**config.mk**
```make
export PLATFORM = sky130hd
export DESIGN_NAME = sprite_anim_sequencer
export DESIGN_NICKNAME = d
export VERILOG_FILES = /design/src/rtl/sprite_anim_sequencer.sv
export SDC_FILE = /design/constraint.sdc
export NUM_CORES = 1
export LEC_CHECK = 0
export BUFFER_PORTS_ARGS = -buffer_cell sky130_fd_sc_hd__buf_4
export CAP_MARGIN = 20
export CORE_AREA = 5 5 98 100
export CTS_CLUSTER_DIAMETER = 150
export DETAILED_ROUTE_END_ITERATION = 10
export DIE_AREA = 0 0 103 105
export GPL_ROUTABILITY_DRIVEN = 0
export PLACE_DENSITY = 0.88
export REMOVE_ABC_BUFFERS = 1
export SLEW_MARGIN = 20
export SYNTH_ARGS = -nofsm -noshare
export SYNTH_HDL_FRONTEND = slang
export SYNTH_SLANG_ARGS = --single-unit
```
**constraint.sdc**
```tcl
create_clock -name vga_clk -period 13.1 [get_ports vga_clk]
set_input_delay 1.31 -clock vga_clk [delete_from_list [all_inputs] [get_ports vga_clk]]
set_output_delay 1.31 -clock vga_clk [all_outputs]
set_load 0.02 [all_outputs]
```
**src/rtl/sprite_anim_sequencer.sv**
```systemverilog
// Frame sequencer and raster-to-ROM address generator for a multi-frame sprite strip.
// Optional ANIM_PINGPONG_EN macro: ping-pong playback instead of forward wrap.
module sprite_anim_sequencer #(
  parameter int NUM_FRAMES = 4,
  parameter int FRAME_W    = 70,
  parameter int FRAME_H    = 120,
  parameter int ADDR_W     = 16
) (
  input  logic                          vga_clk,
  input  logic                          Reset,
  input  logic                          frame_start,
  input  logic                          start,
  input  logic                          stop,
  input  logic                          loop_en,
  input  logic [7:0]                    hold_ticks,
  input  logic [9:0]                    DrawX,
  input  logic [9:0]                    DrawY,
  input  logic [9:0]                    pos_x,
  input  logic [9:0]                    pos_y,
  input  logic                          blank,
  output logic [ADDR_W-1:0]             rom_address,
  output logic                          pixel_valid,
  output logic [$clog2(NUM_FRAMES)-1:0] frame_idx,
  output logic                          busy,
  output logic                          done
);

  localparam int                FIDX_W   = $clog2(NUM_FRAMES);
  localparam logic [FIDX_W-1:0] LAST_FR  = FIDX_W'(NUM_FRAMES - 1);
  localparam logic [ADDR_W-1:0] FRAME_SZ = ADDR_W'(FRAME_W * FRAME_H);
  localparam logic [10:0]       FW11     = 11'(FRAME_W);
  localparam logic [10:0]       FH11     = 11'(FRAME_H);

  typedef enum logic [0:0] {
    S_IDLE = 1'b0,
    S_PLAY = 1'b1
  } state_t;

  state_t              state_q, state_d;
  logic [FIDX_W-1:0]   frame_q, frame_d;
  logic [ADDR_W-1:0]   base_q,  base_d;
  logic [7:0]          tick_q,  tick_d;
  logic                done_q,  done_d;
  logic [ADDR_W-1:0]   addr_q,  addr_d;
  logic                pv_q,    pv_d;
`ifdef ANIM_PINGPONG_EN
  logic                desc_q,  desc_d;
`endif

  logic [10:0]         x11, y11, px11, py11, rel_x, rel_y;
  logic                in_box;
  logic [ADDR_W-1:0]   pix_off;

  always_ff @(posedge vga_clk) begin
    if (Reset) begin
      state_q <= S_IDLE;
      frame_q <= '0;
      base_q  <= '0;
      tick_q  <= '0;
      done_q  <= 1'b0;
      addr_q  <= '0;
      pv_q    <= 1'b0;
`ifdef ANIM_PINGPONG_EN
      desc_q  <= 1'b0;
`endif
    end else begin
      state_q <= state_d;
      frame_q <= frame_d;
      base_q  <= base_d;
      tick_q  <= tick_d;
      done_q  <= done_d;
      addr_q  <= addr_d;
      pv_q    <= pv_d;
`ifdef ANIM_PINGPONG_EN
      desc_q  <= desc_d;
`endif
    end
  end

  // Sequencing: stop beats start, start beats frame_start; frames only move on frame_start.
  always_comb begin
    state_d = state_q;
    frame_d = frame_q;
    base_d  = base_q;
    tick_d  = tick_q;
    done_d  = 1'b0;
`ifdef ANIM_PINGPONG_EN
    desc_d  = desc_q;
`endif
    if (stop) begin
      state_d = S_IDLE;
      frame_d = '0;
      base_d  = '0;
      tick_d  = '0;
`ifdef ANIM_PINGPONG_EN
      desc_d  = 1'b0;
`endif
    end else if (start) begin
      state_d = S_PLAY;
      frame_d = '0;
      base_d  = '0;
      tick_d  = '0;
`ifdef ANIM_PINGPONG_EN
      desc_d  = 1'b0;
`endif
    end else if (state_q == S_PLAY && frame_start) begin
      if (tick_q < hold_ticks) begin
        tick_d = tick_q + 8'd1;
      end else begin
        tick_d = '0;
`ifdef ANIM_PINGPONG_EN
        if (!desc_q) begin
          if (frame_q != LAST_FR) begin
            frame_d = frame_q + FIDX_W'(1);
            base_d  = base_q + FRAME_SZ;
          end else begin
            desc_d  = 1'b1;
            frame_d = frame_q - FIDX_W'(1);
            base_d  = base_q - FRAME_SZ;
          end
        end else begin
          if (frame_q != '0) begin
            frame_d = frame_q - FIDX_W'(1);
            base_d  = base_q - FRAME_SZ;
          end else if (loop_en) begin
            desc_d  = 1'b0;
            frame_d = FIDX_W'(1);
            base_d  = FRAME_SZ;
          end else begin
            desc_d  = 1'b0;
            state_d = S_IDLE;
            done_d  = 1'b1;
          end
        end
`else
        if (frame_q != LAST_FR) begin
          frame_d = frame_q + FIDX_W'(1);
          base_d  = base_q + FRAME_SZ;
        end else begin
          frame_d = '0;
          base_d  = '0;
          if (!loop_en) begin
            state_d = S_IDLE;
            done_d  = 1'b1;
          end
        end
`endif
      end
    end
  end

  // 11-bit compares keep the box from wrapping at the right/bottom screen edge.
  always_comb begin
    x11     = {1'b0, DrawX};
    y11     = {1'b0, DrawY};
    px11    = {1'b0, pos_x};
    py11    = {1'b0, pos_y};
    rel_x   = x11 - px11;
    rel_y   = y11 - py11;
    in_box  = (x11 >= px11) && (x11 < px11 + FW11) &&
              (y11 >= py11) && (y11 < py11 + FH11);
    pix_off = ADDR_W'(rel_y) * ADDR_W'(FRAME_W) + ADDR_W'(rel_x);
    pv_d    = in_box && blank && (state_q == S_PLAY);
    if (state_q == S_IDLE) begin
      addr_d = '0;
    end else if (in_box) begin
      addr_d = base_q + pix_off;
    end else begin
      addr_d = base_q;
    end
  end

  assign rom_address = addr_q;
  assign pixel_valid = pv_q;
  assign frame_idx   = frame_q;
  assign busy        = (state_q == S_PLAY);
  assign done        = done_q;

endmodule

```
==> qor.tcl <==
set qor(htree_num_levels) 2
set qor(starting_utilization_of_the_core_area) 0.619
set qor(regToRegSetupSlack_ns) 10.23
set qor(library_cell_appearing_most_often_on_the_critical_path) {ha_1}
set qor(synth_top_flop_cell) {dfxtp_1}
set qor(cellLeakagePower_uw) 0.00296
set qor(powerDensity_nw_per_um2) 214
set qor(synth_area_per_cell_um2) 7.98
set qor(grt_pass1_vias) 5264
set qor(ctsRootBufferMaster) {clkbuf_8}
set qor(yosys.area.top_type_share) 0.247
set qor(tritoncts) {yes}
set qor(detail_route.first_pass.iterations) 5
set qor(async_reset_ff_frac) 0
set qor(grt_setup_unrepaired) {false}
set qor(vdd_drop_max_uv) 123
set qor(grt_pass1_wl_um) 22200
set qor(synth.cell_area_um2) 5320
set qor(worst-setup-path-type) {in -> reg}
set qor(fp.dieArea_um2) 10800
set qor(antenna_violations_before_repair) 0
set qor(detailed_place_hpwl_um) 11000
set qor(drtIter0Drc) 298
set qor(timing.critical_path.from) {DrawY[0]}
set qor(cts.clk_slew.worst_paths_ns) 0.08
set qor(critPathMaxStageDelay_ns) 0.53
set qor(minimum_clock_period_after_layout_ns) 7.05
set qor(grt_util_all_layers) 0.244
set qor(cp_data_required_time_ns) 13.33
set qor(post_cts_resize_count) 0
set qor(drt-wirelength-per-cell_um) 15.7
set qor(clock_sink_count) 41
set qor(synth_area_leaders) {ha_1, dfxtp_1, fa_1}
set qor(slew_headroom) 0.317
set qor(diodes) 0
set qor(crit_path_top_delay_cell) {fa_1}
set qor(outcome) {completed}
set qor(clock_path_buffers) 2
set qor(worstReg2RegStart) {base_q[8]}
set qor(synth_cell_types) 60
set qor(num-fill-cells) 673
set qor(seq_area_frac_synth) 0.154
set qor(layout_worst_path_cycle_share) 0.538
set qor(placeableCoreArea_um2) 8590
set qor(worst_pin_slew_ns) 1.02
set qor(ioPinCount) 76
set qor(setup-tns-final_ns) 0
set qor(number_of_maximum_capacitance_constraint_violations) 0
set qor(grt_max_degree) 25
set qor(critPathArrivalTime_ns) 7.28
set qor(synth_seq_cells) 41
set qor(hold_path_startpoint) {frame_idx[0]}
set qor(std_cell_rows) 34
set qor(grt_remaining_overflow) 0
set qor(synth_edf_count) 0
set qor(areaGrowthSynthToFinish_pct) 14.7
set qor(post-cts-setup-buffers) 0
set qor(timing.fmax_mhz) 142
set qor(commonest_cells_after_routing_fill_and_taps_aside) {ha_1, inv_1, buf_4, a21oi_1, dfxtp_1}
set qor(clock_insertion_delay_worst_skew_ns) 0.30
set qor(dieWidth_um) 103
set qor(worst_clock_skew_ns) 0.00432
set qor(dr_total_vias) 5105
set qor(total_power_uw) 1310
set qor(remaining_number_of_nets_flagged_by_the_antenna_check_after_routing) 0
set qor(final-max-slew-violation-count) 0
set qor(hold_viol_final) 0
set qor(drc) 0
set qor(die_y_um) 105
set qor(post_drt_via_cell_ratio) 6.06
set qor(yosysWarnings) 0
set qor(layout_cells_sized_above_1) 0.133
set qor(finalSetupViolCount) 0
set qor(path_max_fanout) 4
set qor(cts_buffers) 5
set qor(startpoint_type) {input pin}
set qor(layout_commonest_cell) {ha_1}
set qor(finalWirelength_um) 13200
set qor(holdCritPathClass) {reg -> reg}
set qor(timing.critical_path.to_type) {flip-flop}
set qor(post_cts_hold_buffer_count) 0
set qor(fin_nets) 911
set qor(synth_cells) 666
set qor(synth_top_area_cell) {ha_1}
set qor(buffer_ports.inserted) 75
-- cell type report --
| type | count | area [um2] | share of cell area |
|---|---|---|---|
| repair buffers | 77 | 578 | 0.0948 |
| well taps | 108 | 135 | 0.0222 |
| flip-flops and latches | 41 | 821 | 0.135 |
| multi-input cells | 522 | 4110 | 0.675 |
| clock buffers | 6 | 82.6 | 0.0135 |
| clock inverters | 2 | 37.5 | 0.00616 |
| inverters | 87 | 327 | 0.0536 |
-- cell families after synthesis --
kind of cell / synth area share
simple gates: 0.181
xor+xnor: 0.0791
other cells: 0.000706
fa+ha+maj: 0.311
compound gates: 0.201
flops: 0.154
buf+inv: 0.0732
-- power by group --
part           leakage, uW  internal (uW)  switching (uW)
clock network    0.0000574           61.9            45.2
logic              0.00257            462             610
registers         0.000330            126           0.561
-- final timing paths --
| kind | to | depth (start not counted) |
|---|---|---|
| worst max-delay path | rom_address[15] | 31 |
| worst min-delay path | frame_idx[0] | 2 |
| worst max register to register | rom_address[15] | 10 |
| worst min register to register | frame_idx[0] | 2 |
-- registers in the layout, indices dropped and copies added (netlist names) --
| signal | cells |
|---|---|
| tick_q | 8 |
| frame_idx | 2 |
| busy | 1 |
| done | 1 |
| pixel_valid | 1 |
| rom_address | 16 |
| base_q | 12 |
-- layer usage --
layer  share of wire  vias up  track usage
met4           0.022        0       0.0897
met1            0.42     2395        0.282
li1                -     2503            -
met2            0.51      172        0.452
met3           0.048       35       0.0227
met5               0        -            0
-- per-stage QoR --
step / util / instance area, um2 / setup WS, ns / instances / hold slack (ns)
2_1_floorplan: - / 5250 / 6.52 / 650 / 0.461
3_3_place_gp: 0.694 / 5970 / 6.10 / 835 / 0.473
3_5_place_dp: 0.695 / 5970 / 5.86 / 835 / 0.494
4_1_cts: 0.709 / 6090 / 6.16 / 843 / 0.514
5_1_grt: 0.709 / 6090 / 5.67 / 843 / 0.538
6_report: 0.709 / 6090 / 6.05 / 843 / 0.510
-- Yosys cell counts, types with 9 or more instances --
cell type and n:
a21o_1 15, a21oi_1 47, a31oi_1 9, clkbuf_1 14, dfxtp_1 41, fa_1 17
ha_1 105, inv_1 87, nand2_1 36, nand3_1 22, nand4_1 9, nor2_1 36
nor2b_1 11, nor3_1 29, nor4_1 12, o21a_1 10, o21ai_0 25, xnor2_1 34
xor2_1 14
-- worst max-delay path: cells and delay by family --
kind | cells | cell delay, ns
AO/OA/AOI/OAI | 11 | 1.93
XOR/XNOR | 1 | 0.21
buffers and inverters | 6 | 0.36
AND/OR/NAND/NOR | 5 | 0.86
adder cells (fa/ha/maj) | 8 | 2.57
Note: power is estimated with default switching activity, not from simulation.
